==> config.mk <==
export PLATFORM = sky130hd
export DESIGN_NAME = shift_result_stage
export DESIGN_NICKNAME = d
export VERILOG_FILES = /design/src/rtl/shift_result_stage.sv
export SDC_FILE = /design/constraint.sdc
export NUM_CORES = 1
export LEC_CHECK = 0
export CAP_MARGIN = 20
export CORE_ASPECT_RATIO = 0.5
export CORE_MARGIN = 3
export CORE_UTILIZATION = 30
export DETAILED_ROUTE_END_ITERATION = 7
export GPL_TIMING_DRIVEN = 0
export PLACE_DENSITY = 0.55
export SLEW_MARGIN = 20
export SYNTH_ARGS = -nofsm -noshare
export SYNTH_HDL_FRONTEND = slang
export SYNTH_SLANG_ARGS = --single-unit
==> constraint.sdc <==
create_clock -name clk -period 3.4 [get_ports clk]
set_input_delay 1.02 -clock clk [delete_from_list [all_inputs] [get_ports clk]]
set_output_delay 1.02 -clock clk [all_outputs]
set_load 0.005 [all_outputs]
==> src/rtl/shift_result_stage.sv <==
// Result stage behind the shift ALU: FIFO of {res, op, flags, illegal} plus NZCV, sticky-V and a saturating overflow counter.
// Push-to-out_valid latency is one cycle; in_ready depends only on the registered count, so a full FIFO stalls even if it pops.
module shift_result_stage #(
    parameter int DEPTH = 2,
    parameter int CNT_W = 8
) (
    input  logic             clk,
    input  logic             rst,
    input  logic             in_valid,
    output logic             in_ready,
    input  logic [3:0]       op,
    input  logic [31:0]      res_in,
    input  logic             cf_in,
    input  logic             of_in,
    input  logic             zf_in,
    input  logic             nf_in,
    output logic             out_valid,
    input  logic             out_ready,
    output logic [31:0]      res_out,
    output logic [3:0]       op_out,
    output logic [3:0]       flags_out,
    output logic             illegal_out,
    output logic [3:0]       psw,
    output logic             sticky_v,
    input  logic             clr_sticky,
    output logic [CNT_W-1:0] ovf_count
);
    localparam int PW = $clog2(DEPTH);
    localparam logic [PW:0] DEPTH_C = (PW+1)'(DEPTH);

    typedef struct packed {
        logic [31:0] res;
        logic [3:0]  op;
        logic [3:0]  flags;
        logic        illegal;
    } entry_t;

    entry_t           mem_q [DEPTH];
    logic [PW-1:0]    wr_ptr_q;
    logic [PW-1:0]    rd_ptr_q;
    logic [PW:0]      count_q;
    logic [PW:0]      count_d;
    logic [3:0]       psw_q;
    logic [3:0]       psw_d;
    logic             sticky_q;
    logic             sticky_d;
    logic [CNT_W-1:0] ovf_cnt_q;
    logic [CNT_W-1:0] ovf_cnt_d;
    entry_t           new_entry;
    logic             push;
    logic             pop;
    logic             set_ev;

    assign in_ready  = (count_q < DEPTH_C);
    assign out_valid = (count_q != '0);
    assign push      = in_valid & in_ready;
    assign pop       = out_valid & out_ready;

    // Data inputs are only looked at under push, so idle-cycle garbage never reaches state.
    always_comb begin
        new_entry = '0;
        psw_d     = psw_q;
        sticky_d  = sticky_q;
        ovf_cnt_d = ovf_cnt_q;
        set_ev    = 1'b0;
        count_d   = count_q;
        if (push) begin
            new_entry.res = res_in;
            new_entry.op  = op;
            if (op <= 4'd3) begin
                new_entry.flags = {nf_in, zf_in, cf_in, of_in};
                psw_d           = {nf_in, zf_in, cf_in, of_in};
            end else begin
                new_entry.flags   = psw_q;
                new_entry.illegal = 1'b1;
            end
            set_ev = (op == 4'd3) & of_in;
        end
        if (set_ev) begin
            sticky_d = 1'b1;
            if (ovf_cnt_q != '1) begin
                ovf_cnt_d = ovf_cnt_q + CNT_W'(1);
            end
        end else if (clr_sticky) begin
            sticky_d = 1'b0;
        end
        case ({push, pop})
            2'b10:   count_d = count_q + (PW+1)'(1);
            2'b01:   count_d = count_q - (PW+1)'(1);
            default: count_d = count_q;
        endcase
    end

    always_ff @(posedge clk) begin
        if (rst) begin
            for (int i = 0; i < DEPTH; i++) begin
                mem_q[i] <= '0;
            end
            wr_ptr_q  <= '0;
            rd_ptr_q  <= '0;
            count_q   <= '0;
            psw_q     <= '0;
            sticky_q  <= 1'b0;
            ovf_cnt_q <= '0;
        end else begin
            if (push) begin
                mem_q[wr_ptr_q] <= new_entry;
                wr_ptr_q        <= wr_ptr_q + PW'(1);
            end
            if (pop) begin
                rd_ptr_q <= rd_ptr_q + PW'(1);
            end
            count_q   <= count_d;
            psw_q     <= psw_d;
            sticky_q  <= sticky_d;
            ovf_cnt_q <= ovf_cnt_d;
        end
    end

    assign res_out     = mem_q[rd_ptr_q].res;
    assign op_out      = mem_q[rd_ptr_q].op;
    assign flags_out   = mem_q[rd_ptr_q].flags;
    assign illegal_out = mem_q[rd_ptr_q].illegal;
    assign psw         = psw_q;
    assign sticky_v    = sticky_q;
    assign ovf_count   = ovf_cnt_q;
endmodule

==> impl_metrics.toml <==
[sta]
finalCritPeriodShare = 0.9164
drv_slew = 0
hold_viol_final = 0
rsz0062_at_grt = "false"
fin_crit_ns = 3.116
hold_ws_ns = 0.4748
tightestPinTransition_ns = 0.7272
max_freq_mhz = 320.9
fin_skew_ns = 0.006605
slew_headroom = 0.5139
setup_violations = 0

[synth]
synthDistinctLibCells = 35
yosysTopAreaCellShare = 0.5637
ys.flop_type = "edfxtp_1"
synth_edf_count = 82
synth_nets = 369
syn_inst = 322
synth_async_sr_flop_share = 0
yosys-top-cells-count = "82 x edfxtp_1, 42 x mux2_2, 37 x and2_1, 37 x and3_1, 20 x nor2_1"
yosysSeqAreaShare = 0.6462
ys_top_cells_by_area = "edfxtp_1 56%, mux2_2 11%, dfxtp_1 8.2%"
ys_warn_count = 0
synth_most_common_cell = "edfxtp_1"
synth.largest_area_cell = "edfxtp_1"
syn_area_um2 = 4368
ys_seq_elements = 100
syn-mean-instance-area_um2 = 13.57

[critical_path]
critPathSlowestCell = "nand2b_4"
worstPathRequired_ns = 3.38
start_kind = "input pin"
worst-path-buf-inv = 2
slowest_delay_ns = 0.55
path_delay_family = "simple AND/OR/NAND/NOR gates"
end_kind = "flop"
cp_cell_sequence = "clkdlybuf4s50_1, nand2b_1, clkbuf_1, nor2_2, nand2_1, nand2b_4"
cp_max_fo = 41
crit_arrival_ns = 3.09
crit_type = "in2reg"

[floorplanning]
pin_count = 101
core_um2 = 13890
dieHeight_um = 91.32
die_area_um2 = 16130
fp.dieW_um = 176.6
rows = 30
start_util = 0.3145

[cells_and_area]
stdcell_count = 631
drive_above_1_share = 0.1617
syn2layout_area_growth_pct = 36.69
antenna_cells = 0
final_net_count = 481
fillers = 1332

[global_routing]
grt_pass1_vias = 2874
grt_overflow = 0
antenna_found_initial = 0
track_usage = 0.1258
grt_pass1_wl_um = 15740
grt_start_max_net_pins = 42

[drt]
firstDrtPassIters = 4
finalWirelength_um = 9962
num_vias = 2870
via_per_inst = 4.548
drc = 0
ant_nets = 0
drt_iter0_markers = 132
routedWlPerCell_um = 15.79

[placement]
dp.cells = 615
globalplace.congestion = 0.7418
dp_hpwl_um = 6800
portBuffers = 100

[power_and_ir_drop]
p_leak_nw = 2.273
p_per_area_nw_per_um2 = 641.5
vdd_drop_max_v = 0.0002182

[clock_tree]
cts_tree = "built"
clk_latency_ns = 0.34
postCtsHoldBufs = 0
ctsRootBufferMaster = "clkbuf_16"
clkTransAtPathRegs_ns = 0.07
cts_setup_buffers = 0
numCtsBuffers = 9
clock_path_buffers = 2
cts_sinks = 100
cts-htree-levels = 3

[job]
drv_cap = 0

[min_path]
hp-class = "reg2reg"

[status]
status = "completed"
layout make-up:
type                            count  area, µm²  share of cell area
Multi-Input combinational cell    201       1479              0.2477
Tap cell                          192      240.2             0.04023
Timing Repair Buffer              101       1021              0.1710
Clock inverter                      7      90.09             0.01509
Buffer                             19      85.08             0.01425
Clock buffer                        9      225.2             0.03772
Sequential cell                   100       2823              0.4728
Inverter                            2      7.507            0.001257
cells in the final DEF, fill, tap and decap left out, drive strengths merged, types with 2 or more instances in the layout:
master / Yosys / routed
ha: 2 / 2
nand2: 13 / 13
nor4: 2 / 2
xor2: 4 / 4
and2: 37 / 37
and3: 37 / 37
nand2b: 3 / 3
clkinv: 0 / 4
o21ai: 3 / 3
clkbuf: 16 / 26
inv: 2 / 3
nor2: 20 / 20
dfxtp: 18 / 18
bufinv: 0 / 2
mux2: 42 / 42
xnor2: 2 / 2
or3: 4 / 4
mux2i: 5 / 5
edfxtp: 82 / 82
nand3: 6 / 6
clkdlybuf4s50: 0 / 100
buf: 3 / 3
a21oi: 9 / 9
metrics by stage:
stage	utilization	power, W	setup slack (ns)	TNS [ns]	cell area, µm²
floorplan	-	0.002166	0.2924	0	4372
global placement	0.4041	0.002788	-1.443	-88.58	5613
detailed placement	0.4067	0.002802	-0.3965	-16.13	5648
CTS	0.4296	0.003881	0.01488	0	5966
global route	0.4299	0.004020	0.05407	0	5971
finish	0.4299	0.003830	0.2842	0	5971
final timing paths:
check                               endpoint  cells after the start  slack (ns)               startpoint
setup / recovery  mem_q[1][20]$_SDFFCE_PN0P_                      6        0.28                 in_valid
hold / removal           psw[2]$_SDFFE_PP0N_                      2        0.47      psw[2]$_SDFFE_PP0N_
setup reg to reg  mem_q[1][20]$_SDFFCE_PN0P_                      5        1.02  count_q[1]$_SDFFE_PP0P_
hold reg to reg          psw[2]$_SDFFE_PP0N_                      2        0.47      psw[2]$_SDFFE_PP0N_
registers in the layout, summed over array words and instances (netlist names), named ones only:
| signal | flops |
|---|---|
| mem_q | 82 |
| ovf_count | 8 |
| psw | 4 |
| count_q | 2 |
| rd_ptr_q | 1 |
| sticky_v | 1 |
| wr_ptr_q | 1 |
cell families after synthesis:
family,share of synthesized area
adder cells (fa/ha/maj),0.005728
XOR/XNOR,0.01203
AND/OR/NAND/NOR,0.1690
flip-flops,0.6462
buffers and inverters,0.02005
multiplexers,0.1197
AO/OA/AOI/OAI,0.02721
worst register-to-register path, cell delays in order, from the launching register on:
cell	delay [ns]
dfxtp_1	0.37
nand2b_1	0.16
clkbuf_1	0.21
nor2_2	0.40
nand2_1	0.31
nand2b_4	0.55
repair_timing:
| action | 4_1_cts | 5_1_grt |
|---|---|---|
| pin swaps | 0 | 0 |
| resized for setup | 1 | 7 |
| hold endpoints to repair | 0 | 0 |
| setup endpoints to repair | 41 | 32 |
layer usage:
metal	GRT usage	wire length [µm]	up-vias
li1	-	-	1402
met1	0.1620	4425	1407
met2	0.2106	5064	51
met3	0.03133	345	10
met4	0.03658	125	0
met5	0	0	-
report_power, final:
group | switching (W) | internal (W) | leakage, nW
clock network | 0.000439 | 0.000643 | 0.155
logic | 0.000488 | 0.000660 | 1.10
registers | 0.0000558 | 0.00154 | 1.02
Power figures use the tool's default switching activity.
